`src/rtl/bus_sequencer_pkg.sv`:
```
// Shared types and helpers for the bus sequencer arbiter.
//   arb_state_t : arbiter FSM states
//   rr_pick()   : round-robin search over up to 16 requesters
package bus_sequencer_pkg;

  typedef enum logic [2:0] {
    IDLE,
    START,
    WAIT_BUSY,
    WAIT_DONE,
    FINISH
  } arb_state_t;

  localparam int unsigned RR_MAX_REQ = 16;
  localparam int unsigned RR_IDX_W   = 4;

  typedef struct packed {
    logic                found;
    logic [RR_IDX_W-1:0] idx;
  } rr_pick_t;

  // First set bit of req[n-1:0], searching upward from ptr with wrap-around.
  // ptr must be < n; requests at or above n are ignored.
  function automatic rr_pick_t rr_pick(input logic [RR_MAX_REQ-1:0] req,
                                       input logic [RR_IDX_W-1:0]   ptr,
                                       input int unsigned           n);
    rr_pick_t    r;
    int unsigned c;
    r = '0;
    for (int unsigned i = 0; i < RR_MAX_REQ; i++) begin
      c = {28'd0, ptr} + i;
      if (c >= n) c = c - n;
      if ((i < n) && !r.found && req[c[RR_IDX_W-1:0]]) begin
        r.found = 1'b1;
        r.idx   = c[RR_IDX_W-1:0];
      end
    end
    return r;
  endfunction

endpackage

```
`src/rtl/bus_sequencer_arbiter_rr.sv`:
```
// Round-robin picker plus its priority-pointer register.
//   clk_i, rst_i   : clock, synchronous active-high reset
//   req_i          : request levels
//   advance_i      : move the pointer past owner_i (one cycle, at completion)
//   owner_i        : index of the requester that just completed
//   pick_idx_o     : winning index for the current req_i
//   pick_found_o   : at least one request present
module rr_arbiter_core
  import bus_sequencer_pkg::*;
#(
  parameter int unsigned NUM_REQ = 4
) (
  input  logic                clk_i,
  input  logic                rst_i,
  input  logic [NUM_REQ-1:0]  req_i,
  input  logic                advance_i,
  input  logic [RR_IDX_W-1:0] owner_i,
  output logic [RR_IDX_W-1:0] pick_idx_o,
  output logic                pick_found_o
);

  logic [RR_IDX_W-1:0]   rr_ptr_q, rr_ptr_d;
  logic [RR_MAX_REQ-1:0] req_pad;
  rr_pick_t              pick;

  always_comb begin
    req_pad                = '0;
    req_pad[NUM_REQ-1:0]   = req_i;
    pick                   = rr_pick(req_pad, rr_ptr_q, NUM_REQ);
  end

  assign pick_idx_o   = pick.idx;
  assign pick_found_o = pick.found;

  always_comb begin
    rr_ptr_d = rr_ptr_q;
    if (advance_i) begin
      rr_ptr_d = (owner_i == RR_IDX_W'(NUM_REQ - 1)) ? '0 : owner_i + 1'b1;
    end
  end

  always_ff @(posedge clk_i) begin
    if (rst_i) rr_ptr_q <= '0;
    else       rr_ptr_q <= rr_ptr_d;
  end

endmodule

```
`src/rtl/bus_sequencer_arbiter.sv`:
```
// Shares one bus sequencer between NUM_REQ requesters, round-robin.
// Latches the winner's start address, pulses seq_start_o, waits for the
// sequence to finish and routes read bytes back to the owner.
// Ports:
//   clk_i, rst_i       : clock, synchronous active-high reset
//   req_i, req_addr_i  : per-requester request level / start address slice
//   grant_o, done_o    : one-hot owner, one-cycle completion pulse
//   rd_valid_o/rd_data_o : registered read byte routed to the owner
//   busy_o             : FSM not IDLE
//   seq_*              : sequencer start/address/ready/data interface
// Optional: define BUS_SEQ_ARB_TIMEOUT_EN to add TIMEOUT_CYCLES and
// timeout_o, a WAIT_DONE watchdog that forces completion.
module bus_sequencer_arbiter
  import bus_sequencer_pkg::*;
#(
  parameter int unsigned NUM_REQ       = 4,
  parameter int unsigned ADDR_WIDTH    = 32,
  parameter int unsigned DATA_WIDTH    = 8,
  parameter int unsigned BUSY_WAIT_MAX = 4
`ifdef BUS_SEQ_ARB_TIMEOUT_EN
  ,
  parameter int unsigned TIMEOUT_CYCLES = 65535
`endif
) (
  input  logic                          clk_i,
  input  logic                          rst_i,
  input  logic [NUM_REQ-1:0]            req_i,
  input  logic [NUM_REQ*ADDR_WIDTH-1:0] req_addr_i,
  output logic [NUM_REQ-1:0]            grant_o,
  output logic [NUM_REQ-1:0]            done_o,
  output logic [NUM_REQ-1:0]            rd_valid_o,
  output logic [DATA_WIDTH-1:0]         rd_data_o,
  output logic                          busy_o,
  output logic                          seq_start_o,
  output logic [ADDR_WIDTH-1:0]         seq_start_addr_o,
  input  logic                          seq_ready_i,
  input  logic                          seq_data_valid_i,
  input  logic [DATA_WIDTH-1:0]         seq_data_i
`ifdef BUS_SEQ_ARB_TIMEOUT_EN
  ,
  output logic                          timeout_o
`endif
);

  localparam int unsigned BW = $clog2(BUSY_WAIT_MAX) + 1;

  arb_state_t            state_q, state_d;
  logic [RR_IDX_W-1:0]   owner_q, owner_d, pick_idx;
  logic                  pick_found;
  logic [ADDR_WIDTH-1:0] addr_q, addr_d;
  logic [BW-1:0]         busy_cnt_q, busy_cnt_d;
  logic                  start_q;
  logic [DATA_WIDTH-1:0] rd_data_q;
  logic [NUM_REQ-1:0]    rd_valid_q, owner_oh;
`ifdef BUS_SEQ_ARB_TIMEOUT_EN
  logic [15:0]           wd_cnt_q, wd_cnt_d;
  logic                  to_q, to_d;
`endif

  rr_arbiter_core #(
    .NUM_REQ (NUM_REQ)
  ) u_rr (
    .clk_i        (clk_i),
    .rst_i        (rst_i),
    .req_i        (req_i),
    .advance_i    (state_q == FINISH),
    .owner_i      (owner_q),
    .pick_idx_o   (pick_idx),
    .pick_found_o (pick_found)
  );

  always_comb begin
    owner_oh = '0;
    for (int unsigned k = 0; k < NUM_REQ; k++) begin
      owner_oh[k] = ({28'd0, owner_q} == k);
    end
  end

  always_comb begin
    state_d    = state_q;
    owner_d    = owner_q;
    addr_d     = addr_q;
    busy_cnt_d = busy_cnt_q;
`ifdef BUS_SEQ_ARB_TIMEOUT_EN
    wd_cnt_d   = '0;
    to_d       = 1'b0;
`endif
    unique case (state_q)
      IDLE: begin
        if (seq_ready_i && pick_found) begin
          owner_d = pick_idx;
          addr_d  = req_addr_i[pick_idx*ADDR_WIDTH +: ADDR_WIDTH];
          state_d = START;
        end
      end
      START: begin
        busy_cnt_d = '0;
        state_d    = WAIT_BUSY;
      end
      WAIT_BUSY: begin
        // Ready never dropping within the window means the sequence
        // already completed.
        if (!seq_ready_i) begin
          state_d = WAIT_DONE;
        end else if (busy_cnt_q == BW'(BUSY_WAIT_MAX - 1)) begin
          state_d = FINISH;
        end else begin
          busy_cnt_d = busy_cnt_q + 1'b1;
        end
      end
      WAIT_DONE: begin
`ifdef BUS_SEQ_ARB_TIMEOUT_EN
        if (seq_ready_i) begin
          state_d = FINISH;
        end else if (wd_cnt_q == 16'(TIMEOUT_CYCLES - 1)) begin
          state_d = FINISH;
          to_d    = 1'b1;
        end else begin
          wd_cnt_d = wd_cnt_q + 1'b1;
        end
`else
        if (seq_ready_i) state_d = FINISH;
`endif
      end
      FINISH:  state_d = IDLE;
      default: state_d = IDLE;
    endcase
  end

  always_ff @(posedge clk_i) begin
    if (rst_i) begin
      state_q    <= IDLE;
      owner_q    <= '0;
      addr_q     <= '0;
      busy_cnt_q <= '0;
      start_q    <= 1'b0;
      rd_data_q  <= '0;
      rd_valid_q <= '0;
`ifdef BUS_SEQ_ARB_TIMEOUT_EN
      wd_cnt_q   <= '0;
      to_q       <= 1'b0;
`endif
    end else begin
      state_q    <= state_d;
      owner_q    <= owner_d;
      addr_q     <= addr_d;
      busy_cnt_q <= busy_cnt_d;
      // Registered so the start pulse lands one cycle after the grant.
      start_q    <= (state_q == START);
      if (seq_data_valid_i && busy_o) rd_data_q <= seq_data_i;
      rd_valid_q <= (seq_data_valid_i && busy_o) ? owner_oh : '0;
`ifdef BUS_SEQ_ARB_TIMEOUT_EN
      wd_cnt_q   <= wd_cnt_d;
      to_q       <= to_d;
`endif
    end
  end

  assign busy_o           = (state_q != IDLE);
  assign grant_o          = busy_o ? owner_oh : '0;
  assign done_o           = (state_q == FINISH) ? owner_oh : '0;
  assign seq_start_o      = start_q;
  assign seq_start_addr_o = addr_q;
  assign rd_data_o        = rd_data_q;
  assign rd_valid_o       = rd_valid_q;
`ifdef BUS_SEQ_ARB_TIMEOUT_EN
  assign timeout_o        = to_q;
`endif

endmodule

```
`config.mk`:
```
export PLATFORM = sky130hd
export DESIGN_NAME = bus_sequencer_arbiter
export DESIGN_NICKNAME = d
export VERILOG_FILES = /design/src/rtl/bus_sequencer_pkg.sv /design/src/rtl/bus_sequencer_arbiter_rr.sv /design/src/rtl/bus_sequencer_arbiter.sv
export SDC_FILE = /design/constraint.sdc
export NUM_CORES = 1
export LEC_CHECK = 0
export ABC_CLOCK_PERIOD_IN_PS = 3600
export CAP_MARGIN = 30
export CORE_MARGIN = 3
export CORE_UTILIZATION = 39
export DETAILED_ROUTE_END_ITERATION = 8
export PLACE_DENSITY = 0.82
export SYNTH_ARGS = -nofsm -noshare
export SYNTH_HDL_FRONTEND = slang
export SYNTH_SLANG_ARGS = --single-unit
```
`constraint.sdc`:
```
create_clock -name clk_i -period 3.6 [get_ports clk_i]
set_clock_uncertainty 0.2 [all_clocks]
set_input_delay 0.36 -clock clk_i [delete_from_list [all_inputs] [get_ports clk_i]]
set_output_delay 0.36 -clock clk_i [all_outputs]
set_load 0.1 [all_outputs]
```
# After elaboration in Yosys (flattened, before gate mapping)
# Cells that the tools add are included.
# word_totals
regBits	59
in_bits	144
out_inout_bits	54
wordCells	83
# op_classes
add_sub_neg	9
order_cmp	8
eq_ne	13
shift	1
n_mux	27
n_bitwise	1
n_reduce_logical	16
# op_table
operator	count
128-bit by 10-bit variable part select with 32-bit output	1
4-bit 2-to-1 mux	7
4-bit by 5-bit < comparator with 1-bit output, second input constant	4
5-bit 2-to-1 mux	4
3-bit 2-to-1 mux	6
1-bit binary-select mux with 4-bit select	4
4-bit by 3-bit subtractor with 4-bit output, second input constant	4
5-bit by 3-bit >= comparator with 1-bit output, second input constant	3
3-bit one-hot mux with 4 select lines	1
4-bit by 2-bit adder with 5-bit output, second input constant	2
3-bit by 2-bit == test with 1-bit output, second input constant	3
4-bit by 2-bit == test with 1-bit output, second input constant	2
2-bit inequality test, second input constant	4
3-bit one-hot mux with 2 select lines	1
3-bit AND reduction	2
4-bit by 1-bit adder with 5-bit output, second input constant	1
1-bit logical AND	5
4-bit by 1-bit adder with 4-bit output, second input constant	1
4-bit by 1-bit == test with 1-bit output, second input constant	1
4-bit by 3-bit >= comparator with 1-bit output, second input constant	1
4-bit zero test	1
1-bit 2-to-1 mux	4
3-bit by 1-bit adder with 3-bit output, second input constant	1
3-bit by 1-bit == test with 1-bit output, second input constant	1
other kinds (9)	11

# Depth between registers and ports, before layout
# logic_depth
ltp_word	17
mapped_depth	15

# By module
# From an unflattened synthesis, not the netlist that was laid out.
# unflattened
hier_cells	325
area_unflattened_um2	3573.4
# by_module_without_submodules
module	instances	cells_per_inst	area_each_um2	seq_area_each_um2
bus_sequencer_arbiter	1	233	2771.4	1101.1
rr_arbiter_core	1	92	802.0	80.1

# Least setup slack after synthesis
# OpenSTA, ideal clock, no wires.
# synth_timing
path_type	flip-flop to flip-flop
from	register u_rr.rr_ptr_q[1]
to	register addr_q[0] (netlist: seq_start_addr_o[0])
arrival_time_ps	2982
required_time_ps	3262
slack_ps	280
stages_incl_launch_ff	13
path_buffers	2
period_less_slack_ps	3320
cell_sequence	dfxtp_1 > ha_1 > nand2_1 > xor2_1 > ha_1 > or3_4 > a21boi_4 > mux2_1 > a311o_1 > buf_6 > buf_6 > mux2i_1 > o221ai_1
# synth_between
elab_chain_cells	16
word_cells_on_any_way	36
classes_between	7 x add/sub; 4 x order compare; 1 x shift; 16 x mux; 8 x reduce/logical
# synth_rtl
element	line	source
start: declaration	bus_sequencer_arbiter_rr.sv:22	logic [RR_IDX_W-1:0] rr_ptr_q, rr_ptr_d;
start signal: assignment	bus_sequencer_arbiter_rr.sv:44	else rr_ptr_q <= rr_ptr_d;
branches (longest 13 deep; another with 4-bit by 1-bit adder with 5-bit output)	--	
5-bit 2-to-1 mux (*)	bus_sequencer_pkg.sv:33	if ((i < n) && !r.found && req[c[RR_IDX_W-1:0]]) begin
branches (longest 2 deep; another with 128-bit by 10-bit variable part select with 32-bit output)	--	
end signal: assignment	bus_sequencer_arbiter.sv:146	addr_q <= addr_d;
end: declaration	bus_sequencer_arbiter.sv:50	logic [ADDR_WIDTH-1:0] addr_q, addr_d;
# Mark *: on every way between the ends. The select of a mux whose other input is x is not followed.
# A chain may end at the register's enable or synchronous reset.

# Final worst setup path
# layout_timing
from	register u_rr.rr_ptr_q[0]
to	register addr_q[14] (netlist: seq_start_addr_o[14])
# The elaborated chain is that of the path after synthesis.

==> impl_metrics.env <==
export IMPL_vias=3598
export IMPL_drv_slew=0
export IMPL_cp_start_kind="register"
export IMPL_chipHeight_um=99.95
export IMPL_coreArea_um2=8382
export IMPL_crit_required_ns=3.61
export IMPL_period_share=0.9490
export IMPL_clock_sinks=59
export IMPL_grt_setup_unrepaired="false"
export IMPL_clkTransAtPathRegs_ns=0.07
export IMPL_dpl_hpwl_um=8955
export IMPL_fin_crit_ns=3.416
export IMPL_syn_nets=539
export IMPL_wl_um=11210
export IMPL_yosys_warnings=0
export IMPL_critPathCaptureType="register"
export IMPL_cts_buffers=9
export IMPL_hold_path_class="reg2reg"
export IMPL_cts_max_level=3
export IMPL_crit_arrival_ns=3.42
export IMPL_syn2layout_area_growth_pct=67.79
export IMPL_synth_edff_count=0
export IMPL_avgRoutedWirePerCell_um=16.36
export IMPL_grt_start_max_net_pins=39
export IMPL_port_buffers=197
export IMPL_cap_violations=0
export IMPL_gp_congestion=0.8504
export IMPL_ant_nets=0
export IMPL_seqCellArea_um2=1182
export IMPL_slew_headroom=0.3169
export IMPL_crit_chain="ha_1 -> xnor2_1 -> inv_1 -> ha_1 -> or3_4 -> a21boi_4 -> mux2_1 -> a311o_2 -> buf_12 -> mux2i_2 -> o221ai_1"
export IMPL_timing_fmax_mhz=292.7
export IMPL_ys_seq_area_frac=0.3431
export IMPL_hold_depth=2
export IMPL_fin_setup_tns_ns=0
export IMPL_crit_type="reg2reg"
export IMPL_fin_nets=735
export IMPL_vdd_ir_drop_worst_mv=0.2264
export IMPL_p_leak_uw=0.002159
export IMPL_synth_main_ff_cell="dfxtp_1"
export IMPL_drc=0
export IMPL_max_stage_delay_ns=0.40
export IMPL_detail_route_iter0_violations=125
export IMPL_syn_inst=379
export IMPL_die_area_um2=9989
export IMPL_cpMaxStageDelayCell="or3_4"
export IMPL_track_usage=0.2239
export IMPL_synth_area_um2=3442
export IMPL_ys_ff_latch=59
export IMPL_finalHoldViolations=0
export IMPL_diodes=0
export IMPL_initial_core_util=0.4107
export IMPL_ff2ff_path_depth=11
export IMPL_powerDensity_nw_per_um2=400.8
export IMPL_syn_area_per_cell_um2=9.082
export IMPL_worst_path_stages=11
export IMPL_crit_fanout=38
export IMPL_synth_area_leaders="dfxtp_1, mux2i_1, o221ai_1"
export IMPL_yosys_area_top_type="dfxtp_1"
export IMPL_post_cts_buffers=0
export IMPL_grt_pass1_wl_um=18080
export IMPL_synth_top_cell_area_share=0.3431
export IMPL_clock_latency_ns=0.33
export IMPL_setup_viol=0
export IMPL_fp_dieW_um=99.95
export IMPL_critical_path_buf_inv_count=2
export IMPL_async_reset_ff_frac=0
export IMPL_final_layout_size_suffix_gt1_frac=0.08448
export IMPL_antenna_found_initial=0
export IMPL_placedCellCount=669
export IMPL_synth_cell_types=39
export IMPL_rows=33
export IMPL_cts_buffer_depth=2
export IMPL_path_common_cell="ha_1"
export IMPL_first_pass_iters=4
export IMPL_multi_input_area_um2=2093
export IMPL_fillCellCount=700
export IMPL_worstMarginPinSlew_ns=1.021
export IMPL_cts_resized_gates=0
export IMPL_clockRootBuffer="clkbuf_8"
export IMPL_cts_hold_buffers_added=0
export IMPL_grt_pass1_vias=3773
export IMPL_final_cells=685
export IMPL_boundaryPins=198
export IMPL_outcome="finished, final reports clean"
export IMPL_overflow=0
export IMPL_crit_family="compound AO/OA/AOI/OAI gates"
export IMPL_vias_per_cell=5.253
export IMPL_cts_tree="done"
[path summary, 6_finish.rpt]
check,slack [ns],endpoint,start
worst min register to register,0.25,rd_data_o[6],rd_data_o[6]
worst max register to register,0.18,seq_start_addr_o[14],u_rr.rr_ptr_q[0]
worst max-delay path,0.18,seq_start_addr_o[14],u_rr.rr_ptr_q[0]
worst min-delay path,0.25,rd_data_o[6],rd_data_o[6]
[routing by layer]
metal | track usage | routed length (µm)
met5 | 0 | 0
met1 | 0.2498 | 4341
met4 | 0.06828 | 176
met3 | 0.05142 | 659
met2 | 0.4187 | 6032
[synth_stat cells (2+ instances only)]
| cell | instances |
|---|---|
| and2_1 | 3 |
| nand2b_1 | 4 |
| a31oi_1 | 3 |
| o21ai_0 | 3 |
| xnor2_1 | 2 |
| buf_2 | 4 |
| nand3_1 | 13 |
| a21oi_1 | 19 |
| mux4_2 | 2 |
| nand2_1 | 53 |
| mux2i_1 | 68 |
| inv_1 | 11 |
| nor3b_1 | 2 |
| ha_1 | 16 |
| o221ai_1 | 32 |
| buf_6 | 6 |
| a211oi_1 | 4 |
| clkbuf_1 | 15 |
| dfxtp_1 | 59 |
| nor2b_1 | 2 |
| nor3_1 | 9 |
| nor2_1 | 27 |
| nand3b_1 | 3 |
| xor2_1 | 4 |
[worst register-to-register path: stages (launching register included)]
cell	delay, ns
dfxtp_1	0.36
ha_1	0.24
xnor2_1	0.21
inv_1	0.08
ha_1	0.27
or3_4	0.40
a21boi_4	0.24
mux2_1	0.35
a311o_2	0.37
buf_12	0.21
mux2i_2	0.24
o221ai_1	0.13
[final cells by class]
cell class / count / area share
clock inverters: 5 / 0.01343
inverters: 12 / 0.007799
repair buffers: 211 / 0.3661
well taps: 105 / 0.02275
flip-flops and latches: 59 / 0.2047
multi-input cells: 282 / 0.3624
clock buffers: 11 / 0.02275
[registers in the layout, indices dropped and copies added (netlist names)]
signal            cells
rd_data_o             8
seq_start_addr_o     32
seq_start_o           1
busy_cnt_q            3
state_q               3
u_rr.rr_ptr_q         4
owner_q               4
rd_valid_o            4
[per-stage QoR]
step / hold slack [ns] / area [µm²] / worst slack (ns) / utilization / power, µW
2_1_floorplan: 0.2604 / 3442 / 0.2802 / - / 1353
3_3_place_gp: 0.2421 / 5544 / 0.2023 / 0.6614 / 1661
3_5_place_dp: 0.2464 / 5544 / 0.09295 / 0.6614 / 1676
4_1_cts: 0.2576 / 5753 / 0.08250 / 0.6864 / 2330
5_1_grt: 0.2750 / 5776 / 0.004900 / 0.6891 / 2413
6_report: 0.2533 / 5776 / 0.1836 / 0.6891 / 2315
[kinds of logic (layout without fill, tap and decap cells)]
| kind of cell | Yosys count | count (layout) | synth area share |
|---|---|---|---|
| buffers and inverters | 38 | 239 | 0.05598 |
| muxes | 72 | 72 | 0.2174 |
| AOI/OAI and AO/OA | 67 | 67 | 0.1509 |
| DFF | 59 | 59 | 0.3431 |
| adders and majority gates | 16 | 16 | 0.05816 |
| and+or+nand+nor | 121 | 121 | 0.1592 |
| xor gates and xnor gates | 6 | 6 | 0.01527 |
[placed cells by master (no fill, tap or decap), types with 3 or more instances in the layout]
master,netlist,final
clkdlybuf4s50_1,0,192
mux2i_1,68,67
dfxtp_1,59,58
nand2_1,53,53
o221ai_1,32,32
nor2_1,27,27
a21oi_1,19,19
ha_1,16,16
buf_4,0,15
nand3_1,13,13
inv_1,11,11
nor3_1,9,9
clkbuf_8,0,9
xor2_1,4,4
nand2b_1,4,4
buf_12,0,4
nand3b_1,3,3
o21ai_0,3,3
and2_1,3,3
a211oi_1,4,3
[power breakdown]
group / internal, µW / total (µW) / switching [µW]
Sequential: 707 / 740 / 32.8
Combinational: 334 / 923 / 589
Clock: 388 / 652 / 264
Total: 1430 / 2320 / 886
No activity file was read; power rests on OpenSTA's default activity.
